## config.mk

```make
export PLATFORM = sky130hd
export DESIGN_NAME = cabac_bitstream_reader
export DESIGN_NICKNAME = d
export VERILOG_FILES = /design/src/rtl/cabac_pkg.sv /design/src/rtl/cabac_bitstream_reader_epb_filter.sv /design/src/rtl/cabac_bitstream_reader.sv
export SDC_FILE = /design/constraint.sdc
export NUM_CORES = 1
export LEC_CHECK = 0
export CAP_MARGIN = 20
export CORE_MARGIN = 3
export CORE_UTILIZATION = 66
export DETAILED_ROUTE_END_ITERATION = 10
export PLACE_DENSITY = 0.86
export SLEW_MARGIN = 10
export SYNTH_ARGS = -nofsm -noshare
export SYNTH_HDL_FRONTEND = slang
export SYNTH_SLANG_ARGS = --single-unit
```

## constraint.sdc

```tcl
create_clock -name clk -period 11.85 [get_ports clk]
set_input_delay 2.37 -clock clk [delete_from_list [all_inputs] [get_ports clk]]
set_output_delay 2.37 -clock clk [all_outputs]
set_load 0.05 [all_outputs]
```

## src/rtl/cabac_pkg.sv

```systemverilog
// Shared constants and types for the CABAC bitstream front end.
package cabac_pkg;

  localparam int BUF_W_DEFAULT   = 32;
  localparam int MAX_REQ_DEFAULT = 16;

  // Emulation-prevention byte and the zero run that arms its removal.
  localparam logic [7:0] EPB_BYTE     = 8'h03;
  localparam logic [1:0] ZERO_RUN_EPB = 2'd2;

  typedef logic [4:0] nbits_t;

endpackage

```

## src/rtl/cabac_bitstream_reader_epb_filter.sv

```systemverilog
// Emulation-prevention filter: tracks the run of 0x00 bytes and flags the
// 0x03 that follows two zeros so the caller can discard it.
module epb_filter
  import cabac_pkg::*;
(
  input  logic       clk_i,
  input  logic       rst_i,
  input  logic       flush_i,
  input  logic       xfer_i,
  input  logic [7:0] byte_i,
  output logic       keep_o,
  output logic       epb_drop_o
);

  logic [1:0] zero_run_q, zero_run_d;
  logic       epb_drop_q, epb_drop_d;

  // Classify the presented byte and compute the next zero-run / drop pulse.
  always_comb begin
    keep_o     = 1'b1;
    zero_run_d = zero_run_q;
    epb_drop_d = 1'b0;
    if ((byte_i == EPB_BYTE) && (zero_run_q == ZERO_RUN_EPB)) begin
      keep_o = 1'b0;
    end else begin
      keep_o = 1'b1;
    end
    if (flush_i) begin
      zero_run_d = 2'd0;
    end else if (xfer_i) begin
      if (!keep_o) begin
        zero_run_d = 2'd0;
        epb_drop_d = 1'b1;
      end else if (byte_i == 8'h00) begin
        if (zero_run_q == ZERO_RUN_EPB) begin
          zero_run_d = zero_run_q;
        end else begin
          zero_run_d = zero_run_q + 2'd1;
        end
      end else begin
        zero_run_d = 2'd0;
      end
    end else begin
      zero_run_d = zero_run_q;
    end
  end

  // Zero-run counter and drop pulse registers.
  always_ff @(posedge clk_i or posedge rst_i) begin
    if (rst_i) begin
      zero_run_q <= 2'd0;
      epb_drop_q <= 1'b0;
    end else begin
      zero_run_q <= zero_run_d;
      epb_drop_q <= epb_drop_d;
    end
  end

  assign epb_drop_o = epb_drop_q;

endmodule

```

## src/rtl/cabac_bitstream_reader.sv

```systemverilog
// Byte-to-bit front end for the CABAC arithmetic decoder: accepts bytes,
// strips emulation-prevention bytes and serves MSB-first bit requests.
module cabac_bitstream_reader
  import cabac_pkg::*;
#(
  parameter int BUF_W   = BUF_W_DEFAULT,
  parameter int MAX_REQ = MAX_REQ_DEFAULT
) (
  input  logic               clk,
  input  logic               reset,
  input  logic               flush,
  input  logic [7:0]         byte_in,
  input  logic               byte_valid,
  output logic               byte_ready,
  input  logic               req_valid,
  input  logic [4:0]         req_nbits,
  output logic               req_ready,
  output logic [MAX_REQ-1:0] bits_out,
  output logic [5:0]         bits_avail,
  output logic               epb_drop
);

  localparam logic [5:0] LOAD_LIMIT = 6'(BUF_W - 8);
  localparam logic [5:0] BUF_W_C    = 6'(BUF_W);

  logic [BUF_W-1:0] buf_q, buf_d;
  logic [BUF_W-1:0] shifted_s, ins_s;
  logic [5:0]       count_q, count_d;
  logic [5:0]       remain_s, nb_s;
  logic             xfer_s, keep_s, load_s, grant_s;

  assign nb_s       = {1'b0, req_nbits};
  // Acceptance looks only at the current fill, never at same-cycle consumption.
  assign byte_ready = !flush && (count_q <= LOAD_LIMIT);
  assign xfer_s     = byte_valid && byte_ready;
  assign grant_s    = !flush && req_valid && (count_q >= nb_s);
  assign req_ready  = grant_s;
  assign load_s     = xfer_s && keep_s;
  // Top req_nbits bits of the buffer, right-aligned; a shift of BUF_W yields zero.
  assign bits_out   = MAX_REQ'(buf_q >> (BUF_W_C - nb_s));
  assign bits_avail = count_q;

  epb_filter u_epb_filter (
    .clk_i      (clk),
    .rst_i      (reset),
    .flush_i    (flush),
    .xfer_i     (xfer_s),
    .byte_i     (byte_in),
    .keep_o     (keep_s),
    .epb_drop_o (epb_drop)
  );

  // Consume granted bits, then append a kept byte right after the remaining ones.
  always_comb begin
    shifted_s = buf_q;
    remain_s  = count_q;
    if (grant_s) begin
      shifted_s = buf_q << nb_s;
      remain_s  = count_q - nb_s;
    end else begin
      shifted_s = buf_q;
      remain_s  = count_q;
    end
    // Bits below the valid count are always zero, so OR-ing the byte in is safe.
    ins_s   = {byte_in, {(BUF_W-8){1'b0}}} >> remain_s;
    buf_d   = shifted_s;
    count_d = remain_s;
    if (flush) begin
      buf_d   = {BUF_W{1'b0}};
      count_d = 6'd0;
    end else if (load_s) begin
      buf_d   = shifted_s | ins_s;
      count_d = remain_s + 6'd8;
    end else begin
      buf_d   = shifted_s;
      count_d = remain_s;
    end
  end

  // Bit buffer and fill count registers.
  always_ff @(posedge clk or posedge reset) begin
    if (reset) begin
      buf_q   <= {BUF_W{1'b0}};
      count_q <= 6'd0;
    end else begin
      buf_q   <= buf_d;
      count_q <= count_d;
    end
  end

endmodule

```

* Word level (Yosys, flattened, before mapping)
Cells that the tools add are included.
Storage, ports and cells: input port bits 18, bits in registers 41
Operators by class: eq/ne operators 3, shifts and indexed selects 3, mux-type cells 15, $lt $le $gt $ge 2, add/sub/neg operators 4, reduce and logical (&&, ||, !) cells 10, bitwise logic cells 1
Operator list (count):
- 32-bit 2-to-1 mux | 3
- 32-bit OR | 1
- 32-bit by 5-bit left shift with 32-bit output | 1
- 32-bit by 6-bit >> shifter with 16-bit output | 1
- 32-bit by 6-bit >> shifter with 32-bit output | 1
- 6-bit 2-to-1 mux | 3
- 2-bit 2-to-1 mux | 5
- 8-bit by 2-bit equality test with 1-bit output, second input constant | 1
- 8-bit zero test | 1
- 6-bit by 4-bit adder with 6-bit output, second input constant | 1
- 6-bit by 5-bit greater-or-equal comparator with 1-bit output | 1
- 6-bit by 5-bit <= comparator with 1-bit output, second input constant | 1
- 1-bit logical AND | 6
- 6-bit by 5-bit subtractor with 6-bit output | 1
- 6-bit by 5-bit subtractor with 6-bit output, first input constant | 1
- 1-bit 2-to-1 mux | 4
- 4-bit != test, second input constant | 1
- 2-bit by 1-bit adder with 2-bit output, second input constant | 1
- 2-bit equality test, second input constant | 1
- 2-bit AND reduction | 1
- 2-bit nonzero test | 1
- 1-bit zero test | 1

* Longest topological paths before layout
Gate-level depths: netlist of the first run.
depth in word-level cells 8, mapped depth 18

* By module
A second synthesis of the first run with hierarchy kept.
Second synthesis, totals: cells, all modules 677, area, all modules 5824.3 um^2
Modules (own cells, without submodules):
- cabac_bitstream_reader | sequential area each 950.9 um^2, cells each 656, times used 1, area an instance 5601.6 um^2
- epb_filter | sequential area each 75.1 um^2, cells each 21, times used 1, area an instance 222.7 um^2

* Worst setup path after synthesis of the first run
No wires, ideal clock.
path kind input to output, start point input req_nbits[0], end point output bits_out[0], cell stages on the path 11, slack 3.365 ns, buffers on the path 5, data arrival time 6.115 ns, path through buf_2 buf_2 buf_2 buf_2 clkinv_1 ha_1 xor2_1 clkbuf_1 mux2i_1 mux4_2 nor2_1
Between the ends: cells in the longest elaborated chain, start to end 2
Ends and longest elaborated chain:
- start, declared | RTL line cabac_bitstream_reader.sv:16 | input logic [4:0] req_nbits,
- 6-bit by 5-bit subtractor with 6-bit output | RTL line cabac_bitstream_reader.sv:40 | assign bits_out = MAX_REQ'(buf_q >> (BUF_W_C - nb_s));
- 32-bit by 6-bit >> shifter with 16-bit output | RTL line cabac_bitstream_reader.sv:40
- end, declared | RTL line cabac_bitstream_reader.sv:18 | output logic [MAX_REQ-1:0] bits_out,
Every way passes these cells.

* Worst setup path after layout of the first run
start point input req_nbits[2], end point output req_ready
Between the ends: cells in the longest elaborated chain, start to end 2
Ends and longest elaborated chain:
- 6-bit by 5-bit greater-or-equal comparator with 1-bit output | RTL line cabac_bitstream_reader.sv:36 | assign grant_s = !flush && req_valid && (count_q >= nb_s);
- 1-bit logical AND | RTL line cabac_bitstream_reader.sv:36
- end, declared | RTL line cabac_bitstream_reader.sv:17 | output logic req_ready,
Every way passes these cells.

==> out/qor.yml, run 1 <==
run_status:
  status: "finished, final reports clean"
cells_and_area:
  finalNetCount: 697
  drive_gt1_share_pct: 14.6
  regArea_um2: 1030
  antenna_cells: 0
  nFillCells: 581
  final_common_cell: "nand2_1"
  most-common-layout-cells: "nand2_1 (91), nor2_1 (71), mux2i_1 (58)"
  syn_to_final_growth_pct: 9.00
  utilization_pct: 75.1
  multi_input_area_um2: 4400
grt:
  grt_pass1_wl_um: 28300
  gr-total-overflow: 0
  grt_use_total_pct: 36.0
  antenna_found_initial: 0
  grt_max_degree: 68
  grt_pass1_vias: 5288
synth:
  yosys.area_share.simple_pct: 17.9
  ys_types: 60
  synth_mux_area_share_pct: 35.1
  synth_compound_area_share_pct: 20.0
  mappedNetlistNets: 697
  synth_xor_area_share_pct: 1.38
  synth_top_family_by_area: "multiplexers"
  synth_edf_count: 0
  synth-seq-cells: 41
  synth_area_um2: 5720
  postSynthAreaPerCell_um2: 8.53
  synth_warnings: 0
  synthCells: 670
  synth_seq_area_share_pct: 18.0
  ys.flop_type: "dfrtp_1"
  synth_fa_ha_area_share_pct: 2.10
  async_flop_share_pct: 100
clock_network:
  root_buffer: "clkbuf_8"
  h-tree-depth: 2
  clk_pin_slew_ns: 0.07
  cts-buffers-inserted: 5
  cts_setup_buffers: 0
  cts_resized: 0
  clock_latency_ns: 0.29
  clock_sink_count: 41
  cts_tree: "yes"
  holdBufCountCts: 0
  cts.path.max_buffers: 2
floorplanning:
  design.core.area_um2: 8300
  die_y_um: 99.1
  rows: 33
  die_w_um: 99.1
  io_pins: 43
  die_area_um2: 9810
  start_util_pct: 68.9
power_and_ir_drop:
  p_comb_share_pct: 49.5
  power_frac_clock_pct: 19.4
  p_sw_mw: 0.231
  p_seq_share_pct: 31.0
  ir_drop_v: 0.0000979
  powerDensity_nw_per_um2: 88.0
  p_int_mw: 0.318
  leakagePower_nw: 2.43
  swShare_pct: 42.1
route:
  viasPerCell: 7.68
  drc_errors: 0
  wire_per_inst_um: 23.0
  dr.pass1.iters: 7
  ant_nets: 0
  first_iter_violations: 1151
  dr_total_vias: 5955
  drt-total-wl_um: 17800
critical_path:
  slowest_delay_ns: 1.07
  cpMostUsedCell: "clkdlybuf4s50_1"
  crit_fanout: 41
  reg2reg_slack_ns: 6.77
  required_ns: 9.48
  crit_buf_inv: 4
  critPathArrivalTime_ns: 7.48
  crit_family: "buffers and inverters"
  end_kind: "output port"
  path_cells: "clkdlybuf4s50_1, inv_1, ha_1, and3_1, a21oi_1, and2b_2, nand2b_1, inv_4, clkdlybuf4s50_1"
  cp_slowest_cell: "clkdlybuf4s50_1"
  critPathKind: "input port to output port"
  start_kind: "input port"
sta:
  setup_viol: 0
  fin_crit_sh_pct: 83.2
  finClkSkew_ns: 0.00574
  drv_slew: 0
  min_period_ns: 9.85
  hold_viol: 0
  relSlewSlack_pct: 27.4
  max_freq_mhz: 101
  setup_tns_ns: 0
  tightest_slew_ns: 1.09
  rsz0062_at_grt: "no"
job:
  maxCapViolations: 0
place:
  io_buffers: 42
  globalplace.congestion: 1.08
  dpl.hpwl_um: 13200
min_path:
  min_path_type: "register to register"
[layout make-up]
class | count | area share, %
clock buffers | 5 | 1.10
well taps | 105 | 2.11
repair buffers | 53 | 8.36
inverters | 12 | 0.763
multi-input cells | 557 | 70.6
flip-flops and latches | 41 | 16.5
clock inverters | 2 | 0.562
[state kept, by name (all words and copies together) (netlist names)]
register and flops:
u_epb_filter.zero_run_q 2, buf_q 32, bits_avail 6, u_epb_filter.epb_drop_o 1
[worst min-delay path, cell delays in order, from the launching register on]
cell and delay (ns):
dfrtp_1 0.38, a22oi_1 0.10, nor2_1 0.08
[synthesized netlist by cell type, types with 2 or more instances]
master	instances	area, um2
nor4_1	3	18.8
nor2_1	71	267
nand4_1	3	18.8
o22ai_1	11	68.8
buf_2	13	65.1
xnor2_1	8	70.1
nand3_1	20	100
a21oi_1	45	225
buf_1	7	26.3
inv_1	9	33.8
a21o_1	3	22.5
clkbuf_1	35	131
o21ai_0	36	180
buf_6	2	22.5
mux4_2	57	1280
dfrtp_1	41	1030
a311oi_1	3	26.3
o32ai_1	2	17.5
ha_1	8	100
mux2_2	10	113
a31oi_1	20	125
o211ai_1	15	113
o22a_1	3	26.3
buf_4	3	22.5
a211oi_1	12	90.1
mux2i_1	58	581
o221ai_1	6	52.6
and3_1	7	43.8
o31ai_1	2	15.0
nor2b_1	5	31.3
nor3_1	21	105
a22oi_1	6	45.0
nand2b_1	3	18.8
o21ai_1	3	15.0
a221oi_1	4	35.0
nand2_1	91	342
[cell families (layout without fill, tap and decap cells)]
family                     count (synthesis)  count (layout)
AOI/OAI and AO/OA                        179             179
adders and majority gates                  9               9
DFF                                       41              41
xor gates and xnor gates                   9               9
buffers and inverters                     72              72
and+or+nand+nor                          233             233
muxes                                    127             127
[power by group through the flow]
stage / Combinational [mW] / Clock (mW) / Sequential (mW)
3_3_place_gp: 0.255 / 0 / 0.170
5_1_grt: 0.286 / 0.114 / 0.170
2_1_floorplan: 0.196 / 0 / 0.166
3_5_place_dp: 0.261 / 0 / 0.170
6_report: 0.272 / 0.107 / 0.170
4_1_cts: 0.262 / 0.107 / 0.168
[worst paths after layout]
path | from | endpoint | cells after the start
hold reg to reg | u_epb_filter.zero_run_q[1]$_DFFE_PP0P_ | u_epb_filter.zero_run_q[1]$_DFFE_PP0P_ | 2
min in group asynchronous | reset | buf_q[19]$_DFF_PP0_ | 3
hold / removal | u_epb_filter.zero_run_q[1]$_DFFE_PP0P_ | u_epb_filter.zero_run_q[1]$_DFFE_PP0P_ | 2
max in group asynchronous | reset | buf_q[1]$_DFF_PP0_ | 3
setup / recovery | req_nbits[2] | req_ready | 9
setup reg to reg | bits_avail[0]$_DFF_PP0_ | buf_q[0]$_DFF_PP0_ | 14
[per-stage QoR]
step / setup WS [ns] / total power, mW / cells / cell area, um2 / hold WS (ns)
6_report: 2.00 / 0.548 / 775 / 6230 / 0.599
5_1_grt: 1.70 / 0.571 / 775 / 6230 / 0.640
4_1_cts: 2.14 / 0.537 / 774 / 6200 / 0.586
3_5_place_dp: 2.14 / 0.432 / 767 / 6100 / 0.570
3_3_place_gp: 2.31 / 0.424 / 767 / 6100 / 0.546
2_1_floorplan: 3.37 / 0.362 / 670 / 5720 / 0.530
[metal layers]
layer	share of wire, %	track usage [%]
met4	3.8	11.1
met1	36	52.5
met3	15	8.07
met2	45	54.0
met5	0	0
Power figures use the tool's default switching activity.
==> run 2, diff against run 1 <==
--- a/config.mk
+++ b/config.mk
@@ -7,9 +7,9 @@
 export LEC_CHECK = 0
 export CAP_MARGIN = 20
 export CORE_MARGIN = 3
-export CORE_UTILIZATION = 66
+export CORE_UTILIZATION = 55
 export DETAILED_ROUTE_END_ITERATION = 10
-export PLACE_DENSITY = 0.86
+export PLACE_DENSITY = 0.77
 export SLEW_MARGIN = 10
 export SYNTH_ARGS = -nofsm -noshare
 export SYNTH_HDL_FRONTEND = slang
==> constraint.sdc (replaced) <==
create_clock -name clk -period 9 [get_ports clk]
set_input_delay 1.8 -clock clk [delete_from_list [all_inputs] [get_ports clk]]
set_output_delay 1.8 -clock clk [all_outputs]
set_load 0.05 [all_outputs]
==> run 2 against run 1 <==
  * Clock skew up 0.0044 ns
  * Total power up 33%
  * Utilization down 12 points
  * Non-clock buffer count up 5
  * Cell area up 1.4%
  * Critical path depth up 1
  * Global-route usage down 5.0 points
  * Wire length down 0.34%
  * First-iteration DRC count down 29%
  * Sequential power up 31%
  * Largest cell class unchanged
  * Largest power group unchanged
==> out/qor.yml, run 2 (synthesized netlist as in run 1, its figures left out) <==
grt:
  gr-total-overflow: 0  # unchanged
  grt_pass1_wl_um: 28800  # +1.9%
  antenna_found_initial: 0  # unchanged
  grt_use_total_pct: 31.0  # -5.0 points
  grt_pass1_vias: 5528  # +4.5%
  grt_max_degree: 46  # -32%
clock_network:
  root_buffer: "clkbuf_8"
  clock_sink_count: 41  # unchanged
  h-tree-depth: 2  # unchanged
  cts_setup_buffers: 0  # unchanged
  cts-buffers-inserted: 5  # unchanged
  clock_latency_ns: 0.30  # about the same
  clk_pin_slew_ns: 0.08  # about the same
  cts_tree: "yes"
  cts_resized: 0  # unchanged
  cts.path.max_buffers: 2  # unchanged
  holdBufCountCts: 0  # unchanged
cells_and_area:
  antenna_cells: 0  # unchanged
  regArea_um2: 1030  # unchanged
  syn_to_final_growth_pct: 10.6
  final_common_cell: "nand2_1"
  multi_input_area_um2: 4400  # unchanged
  finalNetCount: 702  # +0.72%
  top_register: "buf_q"
  most-common-layout-cells: "nand2_1 (91), nor2_1 (71), mux2i_1 (58)"
  utilization_pct: 63.5  # -12 points
  largest_reg_flops: 32  # unchanged
  nFillCells: 843  # +45%
  drive_gt1_share_pct: 15.2  # +0.61 points
  stdcell_count: 809  # +4.4%
sta:
  fin_crit_sh_pct: 83.8
  setup_viol: 0  # unchanged
  finClkSkew_ns: 0.0102  # +0.00442 ns
  rsz0062_at_grt: "no"
  drv_slew: 0  # unchanged
  hold_viol: 0  # unchanged
  min_period_ns: 7.54
  setup_ws_ns: 1.46  # -0.534 ns
  tightest_slew_ns: 1.00  # -0.0844 ns
  setup_tns_ns: 0  # unchanged
  max_freq_mhz: 133
  relSlewSlack_pct: 32.7  # +5.2 points
place:
  dpl.hpwl_um: 13100  # -0.24%
  dp.cells: 799  # +4.2%
  globalplace.congestion: 0.952  # -12%
  dpl_worst_slack_ns: 1.46  # -0.688 ns
  io_buffers: 42  # unchanged
route:
  wire_per_inst_um: 22.0  # -4.5%
  viasPerCell: 7.17  # -6.7%
  ant_nets: 0  # unchanged
  first_iter_violations: 819  # -29%
  drc_errors: 0  # unchanged
  dr.pass1.iters: 6  # -1
  dr_total_vias: 5799  # -2.6%
  drt-total-wl_um: 17800  # -0.34%
floorplanning:
  die_y_um: 108  # +9.0%
  die_w_um: 108  # +9.0%
  die_area_um2: 11700  # +19%
  io_pins: 43  # unchanged
  rows: 36  # +9.1%
  start_util_pct: 57.4  # -11 points
  design.core.area_um2: 9950  # +20%
critical_path:
  start_kind: "input port"
  crit_fanout: 41  # unchanged
  required_ns: 7.20  # -2.28 ns
  critPathArrivalTime_ns: 5.74  # -1.74 ns
  end_kind: "output port"
  critPathKind: "input port to output port"
run_status:
  status: "finished, final reports clean"
power_and_ir_drop:
  power_mw: 0.731  # +33%
  ir_drop_v: 0.0000782  # -20%
  leakagePower_nw: 2.46  # +1.2%
  powerDensity_nw_per_um2: 116  # +31%
min_path:
  min_path_type: "register to register"
job:
  maxCapViolations: 0  # unchanged
==> run 2: report_power, final <==
part	switching [mW]	leakage (nW)	internal, mW	total (mW)
clock network	0.0640	0.0585	0.0905	0.155
registers	0.0282	0.565	0.195	0.223
logic	0.209	1.84	0.144	0.353
total	0.301	2.46	0.430	0.731
==> run 2: routing by layer <==
| layer | global-route usage, % | part of all wire [%] | wire [um] | up-vias |
|---|---|---|---|---|
| li1 | - | - | - | 2565 |
| met1 | 41.1 | 39 | 6900 | 2763 |
| met2 | 52.4 | 48 | 8530 | 409 |
| met3 | 3.40 | 9.6 | 1710 | 62 |
| met4 | 12.1 | 3.5 | 626 | 0 |
| met5 | 0 | 0 | 0 | - |
==> run 2: critical path: stages <==
cell             delay [ns]
clkdlybuf4s50_1        1.13
inv_1                  0.18
ha_1                   0.41
and3_1                 0.20
a21oi_1                0.08
and2b_2                0.25
nand2b_1               0.15
buf_4                  0.23
inv_4                  0.36
clkdlybuf4s50_1        0.89
==> run 2: worst paths after layout <==
| kind | startpoint | slack (ns) | cells past startpoint | end |
|---|---|---|---|---|
| min | u_epb_filter.zero_run_q[1]$_DFFE_PP0P_ | 0.60 | 2 | u_epb_filter.zero_run_q[1]$_DFFE_PP0P_ |
| min reg2reg | u_epb_filter.zero_run_q[1]$_DFFE_PP0P_ | 0.60 | 2 | u_epb_filter.zero_run_q[1]$_DFFE_PP0P_ |
| max reg2reg | bits_avail[0]$_DFF_PP0_ | 4.48 | 15 | buf_q[8]$_DFF_PP0_ |
| max | req_nbits[2] | 1.46 | 10 | req_ready |
| min in group asynchronous | reset | 1.92 | 3 | buf_q[18]$_DFF_PP0_ |
| max in group asynchronous | reset | 6.72 | 3 | buf_q[20]$_DFF_PP0_ |
==> run 2: cell type report <==
cell class / instances / share of cell area, %
Multi-Input combinational cell: 557 / 69.6
Clock inverter: 1 / 0.475
Timing Repair Buffer: 58 / 8.89
Tap cell: 133 / 2.63
Inverter: 12 / 0.752
Clock buffer: 7 / 1.37
Sequential cell: 41 / 16.2
==> run 2: per-stage QoR <==
stage / cell area [um2] / hold slack (ns)
3_5_place_dp: 6160 / 0.582
2_1_floorplan: 5720 / 0.530
5_1_grt: 6320 / 0.681
3_3_place_gp: 6160 / 0.547
6_report: 6320 / 0.596
4_1_cts: 6280 / 0.602
==> run 3, diff against run 2 <==
--- a/config.mk
+++ b/config.mk
@@ -7,9 +7,9 @@
 export LEC_CHECK = 0
 export CAP_MARGIN = 20
 export CORE_MARGIN = 3
-export CORE_UTILIZATION = 55
+export CORE_UTILIZATION = 61
 export DETAILED_ROUTE_END_ITERATION = 10
-export PLACE_DENSITY = 0.77
+export PLACE_DENSITY = 0.81
 export SLEW_MARGIN = 10
 export SYNTH_ARGS = -nofsm -noshare
 export SYNTH_HDL_FRONTEND = slang
==> constraint.sdc (replaced) <==
create_clock -name clk -period 7.1 [get_ports clk]
set_input_delay 1.42 -clock clk [delete_from_list [all_inputs] [get_ports clk]]
set_output_delay 1.42 -clock clk [all_outputs]
set_load 0.05 [all_outputs]
==> run 3 against run 2 <==
  * Critical path depth increased by 2
  * Worst hold slack improved by 0.011 ns
  * Highest routed layer unchanged
  * Die area decreased by 9.3%
  * Largest cell class unchanged
==> out/qor.yml, run 3 (synthesized netlist as in run 1, its figures left out) <==
critical_path:
  r2r_end: "buf_q[16]$_DFF_PP0_"
  end_kind: "output port"
  r2r.worst_path.cells: 14  # -1
  crit_fanout: 31  # -24%
  reg2reg_slack_ns: 3.14  # -1.34 ns
  critPathKind: "input port to output port"
  critPathArrivalTime_ns: 4.42  # -1.32 ns
  start_kind: "input port"
  required_ns: 5.68  # -1.52 ns
  r2r_start: "bits_avail[0]$_DFF_PP0_"
power_and_ir_drop:
  ir_drop_v: 0.000124  # +58%
  power_frac_clock_pct: 23.4  # +2.3 points
  leakagePower_nw: 2.54  # +3.2%
  power_mw: 0.973  # +33%
  swShare_pct: 40.2  # -0.99 points
  p_sw_mw: 0.391  # +30%
  p_int_mw: 0.582  # +35%
  p_seq_share_pct: 29.0  # -1.5 points
  powerDensity_nw_per_um2: 152  # +31%
  p_comb_share_pct: 47.6  # -0.7 points
min_path:
  hold_path_end: "u_epb_filter.zero_run_q[1]$_DFFE_PP0P_"
  min_from: "u_epb_filter.zero_run_q[1]$_DFFE_PP0P_"
  min_path_type: "register to register"
  worstHoldPathCells: 2  # unchanged
cells_and_area:
  multi_input_area_um2: 4400  # unchanged
  drive_gt1_share_pct: 18.1  # +2.9 points
  top_register: "buf_q"
  utilization_pct: 72.0  # +8.5 points
  stdcell_count: 786  # -2.8%
  final_common_cell: "nand2_1"
  regArea_um2: 1030  # unchanged
  most-common-layout-cells: "nand2_1 (91), nor2_1 (71), mux2i_1 (58)"
  antenna_cells: 0  # unchanged
  finalNetCount: 704  # +0.28%
  syn_to_final_growth_pct: 12.0
  nFillCells: 671  # -20%
  largest_reg_flops: 32  # unchanged
run_status:
  status: "finished, final reports clean"
grt:
  grt_pass1_wl_um: 28100  # -2.5%
  antenna_found_initial: 0  # unchanged
  grt_max_degree: 68  # +48%
  grt_use_total_pct: 34.1  # +3.0 points
  gr-total-overflow: 0  # unchanged
  grt_pass1_vias: 5282  # -4.5%
sta:
  rsz0062_at_grt: "no"
  hold_ws_ns: 0.607  # +0.0111 ns
  drv_slew: 0  # unchanged
  setup_tns_ns: 0  # unchanged
  setup_viol: 0  # unchanged
  finClkSkew_ns: 0.00492  # -0.00524 ns
  fin_crit_sh_pct: 82.3
  hold_viol: 0  # unchanged
  max_freq_mhz: 171
  min_period_ns: 5.84
  tightest_slew_ns: 0.994  # -0.00888 ns
  relSlewSlack_pct: 33.3  # +0.60 points
clock_network:
  cts_resized: 0  # unchanged
  cts.path.max_buffers: 2  # unchanged
  clock_sink_count: 41  # unchanged
  clk_pin_slew_ns: 0.09  # about the same
  h-tree-depth: 2  # unchanged
  holdBufCountCts: 0  # unchanged
  cts-buffers-inserted: 5  # unchanged
  root_buffer: "clkbuf_8"
  clock_latency_ns: 0.29  # about the same
  cts_setup_buffers: 0  # unchanged
  cts_tree: "yes"
place:
  globalplace.congestion: 1.00  # +5.3%
  dp.cells: 776  # -2.9%
  io_buffers: 42  # unchanged
  dpl.hpwl_um: 13200  # +0.60%
route:
  ant_nets: 0  # unchanged
  dr.pass1.iters: 6  # unchanged
  first_iter_violations: 758  # -7.4%
  drc_errors: 0  # unchanged
  viasPerCell: 7.36  # +2.7%
  drt-total-wl_um: 17600  # -0.98%
  wire_per_inst_um: 22.4  # +1.9%
  dr_total_vias: 5786  # -0.22%
floorplanning:
  io_pins: 43  # unchanged
  start_util_pct: 64.3  # +6.9 points
  die_y_um: 103  # -4.8%
  die_area_um2: 10600  # -9.3%
  rows: 34  # -5.6%
  design.core.area_um2: 8890  # -11%
  die_w_um: 103  # -4.8%
job:
  maxCapViolations: 0  # unchanged
-- run 3: cell count changes in the layout (fill, tap and decap cells not counted), sizes merged --
cell,change
buf,+19
bufinv,+1
clkinv,+1
clkbuf,-2
clkdlybuf4s50,-17
-- run 3: per-stage QoR --
step / instance area, um2 / setup WS [ns]
6_report: 6400 / 1.26
5_1_grt: 6400 / 1.14
4_1_cts: 6360 / 1.11
3_5_place_dp: 6230 / 1.11
3_3_place_gp: 6230 / 1.24
2_1_floorplan: 5720 / 0.515
-- run 3: final cells by class --
class	instances	area share [%]
Multi-Input combinational cell	557	68.7
Clock buffer	5	1.07
Tap cell	108	2.11
Inverter	12	0.743
Clock inverter	3	1.02
Timing Repair Buffer	60	10.3
Sequential cell	41	16.0
-- run 3: critical path, stage by stage --
cell             delay, ns
clkdlybuf4s50_1       0.47
inv_1                 0.15
ha_1                  0.50
buf_4                 0.40
mux2i_1               0.18
nand2_1               0.12
o21ai_0               0.08
nand2_1               0.08
o21ai_0               0.15
mux4_2                0.50
nor2_1                0.19
buf_12                0.17
-- run 3: metal layers --
metal	wire (um)	vias up	GRT usage (%)
li1	-	2588	-
met1	6790	2750	47.2
met2	8540	398	56.0
met3	1600	50	3.32
met4	646	0	12.5
met5	0	-	0
-- run 3: worst max path at each step --
stage | to | slack (ns) | startpoint
2_1_floorplan | bits_out[0] | 0.51 | req_nbits[0]
3_3_place_gp | bits_out[6] | 1.24 | req_nbits[0]
3_5_place_dp | bits_out[1] | 1.11 | req_nbits[0]
4_1_cts | bits_out[7] | 1.11 | req_nbits[0]
5_1_grt | bits_out[6] | 1.14 | req_nbits[1]
6_report | bits_out[3] | 1.26 | req_nbits[1]
-- run 3: power by group through the flow --
stage | clock network [mW] | logic [mW] | registers, mW
2_1_floorplan | 0 | 0.328 | 0.277
6_report | 0.228 | 0.463 | 0.282
3_5_place_dp | 0 | 0.453 | 0.284
5_1_grt | 0.240 | 0.494 | 0.284
4_1_cts | 0.225 | 0.455 | 0.280
3_3_place_gp | 0 | 0.446 | 0.283
==> RTL edit 1: new RTL, flow settings as in run 3 <==
Reset style: synchronous (`reset` and `rst_i`), changed in 2 clocked blocks.
--- a/src/rtl/cabac_bitstream_reader_epb_filter.sv
+++ b/src/rtl/cabac_bitstream_reader_epb_filter.sv
@@ -46,7 +46,7 @@
   end
 
   // Zero-run counter and drop pulse registers.
-  always_ff @(posedge clk_i or posedge rst_i) begin
+  always_ff @(posedge clk_i) begin
     if (rst_i) begin
       zero_run_q <= 2'd0;
       epb_drop_q <= 1'b0;
--- a/src/rtl/cabac_bitstream_reader.sv
+++ b/src/rtl/cabac_bitstream_reader.sv
@@ -78,7 +78,7 @@
   end
 
   // Bit buffer and fill count registers.
-  always_ff @(posedge clk or posedge reset) begin
+  always_ff @(posedge clk) begin
     if (reset) begin
       buf_q   <= {BUF_W{1'b0}};
       count_q <= 6'd0;
Formal check against the unedited RTL: not equivalent (a bounded check fails within 4 cycles, from zero or initial values and one cycle with reset high; the reset may be asserted at any time).
==> RTL edit 1 against run 3 <==
Routed wire length up 13%. Worst setup slack worse by 43 ps. Sequential cell count unchanged. Synthesized area up 2.7%. Design area up 1.4%. Total power down 27%. Sequential power down 15%. Non-clock buffer count unchanged. Combinational power down 42%. Clock power down 13%. Critical path type unchanged.
==> RTL edit 1: results (changes against run 3) <==
| Metric | Value |
|---|---|
| Mux cell area share after synthesis | 31.5% (-3.6 points) |
| Fillers | 795 (+18%) |
| GRT Util Overall | 36.2% (+2.1 points) |
| GR Util met3 | 7.32% (+4.0 points) |
| Adder-cell share of the synthesized area | 2.05% (-0.055 points) |
| Hold-fix buffers at CTS | 0 (unchanged) |
| Yosys warnings | 0 (unchanged) |
| Vias in the first global route | 5864 (+11%) |
| Drt pass-1 iters | 6 (unchanged) |
| Vias | 6273 (+8.4%) |
| Clock Skew | 18.0 ps (+13.1 ps) |
| Fmax | 170 MHz (-0.74%) |
| GP Congestion | 1.02 (+1.4%) |
| Min-Delay Startpoint | u_epb_filter.zero_run_q[0] |
| Dpl cells | 858 (+11%) |
| Largest net degree at the start of global routing | 66 (-2.9%) |
| Post-Route WL | 19800 um (+13%) |
| Initial detailed-routing violation count | 821 (+8.3%) |
| Max IR drop VDD | 0.176 mV (+42%) |
| DP Area | 6390 um^2 (+2.6%) |
| Worst hold endpoint | u_epb_filter.zero_run_q[0] |
| Worst Hold Path Cells | 2 (unchanged) |
| Worst reg2reg endpoint | buf_q[19] |
| Initial antenna violation count | 0 (unchanged) |
| Critical-path maximum fanout | 23 (-26%) |
| Htree depth | 2 (unchanged) |
| DP Worst Slack | 1240 ps (+126 ps) |
| GR Util met1 | 50.8% (+3.6 points) |
| Layout cells sized above 1 | 18.2% (+0.065 points) |
| Met2 Use GR | 55.6% (-0.39 points) |
| Synthesized area per cell | 8.03 um^2 (-5.9%) |
| Root Buffer | clkbuf_8 |
| Antenna Cells | 0 (unchanged) |
| Compound-cell area share of the yosys netlist | 24.0% (+4.0 points) |
| Run status | complete, no violations |
| Pleak | 2.30 nW (-9.3%) |
| Dominant synthesized flop cell | dfxtp_1 |
| Slew margin rel. | 29.6% (-3.7 points) |
| Top post-synthesis cells by area | mux4_2 (21%), dfxtp_1 (14%), mux2i_1 (8.4%), nand2_1 (7.0%), a21oi_1 (4.7%) |
| Final hold slack | 545 ps (-62.2 ps) |
| Cells on worst reg2reg path | 13 (-1) |
| Register-to-register setup slack | 3070 ps (-70 ps) |
| Asr flop ratio synth | 0% (-100 points) |
| HP Class | flop to flop |
| Vias/cell | 7.25 (-1.5%) |
| Xor-xnor portion of the synthesized cell area | 1.47% (+0.092 points) |
| Syn Nets | 758 (+8.8%) |
| Hpwl dp | 14700 um (+11%) |
| First-pass GRT wire length | 31700 um (+13%) |
| Commonest cells in the synthesized netlist | nand2_1 (109), nor2_1 (73), a21oi_1 (55), mux4_2 (55), mux2i_1 (49) |
| CP peak stage delay | 820 ps (+320 ps) |
| Cell family with most CP delay | multiplexers |
| Worst path slowest cell | ha_1 |
| Synth unique cells | 71 (+18%) |
| WP data arrival | 4470 ps (+50 ps) |
| Reg2reg start | bits_avail[0] |
| Largest Register | buf_q |
| Register area share after synthesis | 14.0% (-4.0 points) |
| Worst skew pair latency | 320 ps (+30 ps) |
## RTL edit 1: cell types whose count changed after synthesis, sizes merged, moves of 5 or more
cell | before | now
dfrtp | 41 | 0
dfxtp | 0 | 41
nand2 | 92 | 110
a21oi | 45 | 55
buf | 25 | 35
o22ai | 13 | 3
mux2i | 59 | 50
a211oi | 12 | 20
clkbuf | 35 | 27
inv | 11 | 19
o211ai | 15 | 21
o21ai | 39 | 45
nor3 | 21 | 26
## RTL edit 1: cell type report
class	instances	area (um^2)	area share, %
clock buffer	5	68.8	1.06
sequential	41	821	12.6
clock inverter	2	35.0	0.539
tap	129	161	2.49
timing repair buffer	60	648	9.98
multi-input combinational	608	4690	72.1
inverter	20	75.1	1.16
## RTL edit 1: per-layer routing
layer / part of all wire (%) / wire, um / vias to the layer above
met4: 3.6 / 707 / 0
met5: 0 / 0 / -
met1: 40 / 7920 / 2956
met3: 11 / 2280 / 60
li1: - / - / 2794
met2: 45 / 8930 / 463
## RTL edit 1: power by group
group	leakage, nW	total (W)	internal (W)	switching [W]
logic	1.92	0.000269	0.000106	0.000163
registers	0.331	0.000239	0.000232	0.00000692
clock network	0.0540	0.000198	0.000103	0.0000958
total	2.30	0.000707	0.000441	0.000266
## RTL edit 1: worst max-delay path by stage
stage / startpoint / to / slack, ps / depth (start not counted)
6_report: req_nbits[1] / bits_out[1] / 1210 / 9
5_1_grt: req_nbits[0] / bits_out[6] / 1010 / 7
4_1_cts: req_nbits[1] / bits_out[1] / 1230 / 9
3_5_place_dp: req_nbits[1] / bits_out[1] / 1240 / 9
3_3_place_gp: req_nbits[2] / bits_out[1] / 1320 / 8
2_1_floorplan: req_nbits[1] / bits_out[0] / 1260 / 10
==> RTL edit 2: new RTL, settings of run 3 <==
Made on the original files. `MAX_REQ_DEFAULT`: 16 -> 32.
--- a/src/rtl/cabac_pkg.sv
+++ b/src/rtl/cabac_pkg.sv
@@ -2,7 +2,7 @@
 package cabac_pkg;
 
   localparam int BUF_W_DEFAULT   = 32;
-  localparam int MAX_REQ_DEFAULT = 16;
+  localparam int MAX_REQ_DEFAULT = 32;
 
   // Emulation-prevention byte and the zero run that arms its removal.
   localparam logic [7:0] EPB_BYTE     = 8'h03;
Interface: changed (resized bits_out); port bits go from 43 to 59. No check against the original RTL was run, so the function may have changed too.
==> RTL edit 2 against run 3 <==
Sequential cell count unchanged. Die area grew 2.2%. Synthesized area is 2.3% higher. Worst setup slack got worse by 69 ps. Combinational power up 19%. First-iteration DRC count shrank 9.1%. Total power up 7.3%. Routed wire length rose by 9.4%. Design area is 4.5% higher. Worst hold slack worse by 24 ps. Sequential power rose by 3%.
==> RTL edit 2: results (changes against run 3) <==
| Metric | Value |
|---|---|
| Vias/cell | 7.14 (-3.0%) |
| Worst reg2reg endpoint | buf_q[1] |
| Inverter count | 16 (+4) |
| Sw Ratio | 44.9% (+4.7 points) |
| Vias | 6393 (+10%) |
| Post-Route WL | 19300 um (+9.4%) |
| Vias in the first global route | 5989 (+13%) |
| DP Worst Slack | 1180 ps (+65.1 ps) |
| WP data arrival | 4490 ps (+70 ps) |
| Multi-input gates | 626 (+12%) |
| Critical path endpoint | bits_out[5] |
| Number of port buffers | 58 (+38%) |
| Final hold slack | 583 ps (-24.1 ps) |
| Run status | complete, no violations |
| Fin crit period | 5910 ps (+69.0 ps) |
| Pleak | 2.62 nW (+3.1%) |
| Clock network area share | 1.80% (-0.30 points) |
| Fillers | 767 (+14%) |
| Fraction of area in multi-input gates | 67.7% (-1.0 points) |
| Layout cells sized above 1 | 19.1% (+0.92 points) |
| Max IR drop VDD | 0.160 mV (+30%) |
| Critical-path maximum fanout | 28 (-9.7%) |
| Syn Nets | 770 (+10%) |
| Met2 Use GR | 58.7% (+2.7 points) |
| Largest net degree at the start of global routing | 66 (-2.9%) |
| GR Util met1 | 43.9% (-3.3 points) |
| Register-to-register setup slack | 3170 ps (+30 ps) |
| Worst Hold Path Cells | 2 (unchanged) |
| Synthesized area per cell | 7.87 um^2 (-7.7%) |
| WL met2 | 9330 um (+9.2%) |
| Met1 WL | 7030 um (+3.4%) |
| GP Congestion | 0.933 (-6.8%) |
| Signal buffers | 75 (+25%) |
| Register area share after synthesis | 17.5% (-0.41 points) |
| Top post-synthesis cells by area | dfrtp_1 (18%), mux4_2 (17%), nand2_1 (7.9%), mux2i_1 (6.5%), nor2_1 (5.3%) |
| DP Area | 6550 um^2 (+5.1%) |
| Total CTS buffers | 5 (unchanged) |
| WL met3 | 1670 um (+3.8%) |
| CLK BUF | 6 (+1) |
| Layout Nets | 792 (+13%) |
| Syn-to-layout area delta | 14.4% |
| Layout non-clock buf frac | 11.9% (+1.6 points) |
| Clock Skew | 4.92 ps (+0.00505 ps) |
| Worst hold endpoint | u_epb_filter.zero_run_q[1] |
| Hpwl dp | 14400 um (+8.7%) |
| Clock Power Share | 19.3% (-4.1 points) |
| Drt pass-1 iters | 8 (+2) |
| Initial detailed-routing violation count | 689 (-9.1%) |
| Int Power | 0.000575 W (-1.1%) |
| Slew margin rel. | 32.5% (-0.72 points) |
| First-pass GRT wire length | 31100 um (+11%) |
| Sequential power | 0.000290 W (+3%) |
| Fraction of area in registers | 15.3% (-0.69 points) |
| HP Class | flop to flop |
| Synthesized instance count | 743 (+11%) |
| Dpl cells | 885 (+14%) |
-- RTL edit 2: changes by cell type in the layout (fill, tap and decap cells not counted), sizes merged, moves of 12 or more --
cell,before,now
o21ai,39,60
a21oi,45,57
buf,36,51
o22ai,13,25
nand2,92,124
mux4,57,43
mux2i,59,41
nor2,71,84
-- RTL edit 2: cell families after synthesis --
logic type / count (synthesis) / share of synthesized area [%]
flip-flops: 41 / 17.5
AND/OR/NAND/NOR: 272 / 20.4
buffers and inverters: 76 / 5.50
XOR/XNOR: 8 / 1.20
adder cells (fa/ha/maj): 9 / 2.05
AO/OA/AOI/OAI: 237 / 26.3
multiplexers: 100 / 27.0
-- RTL edit 2: worst max-delay path, cell delays in order --
cell and delay (ps):
clkdlybuf4s50_1 480, inv_1 190, ha_1 610, buf_4 400, mux2_2 390, nor2_1 90
a21oi_1 80, and2_1 190, a211oi_1 250, o32ai_1 150, buf_12 210
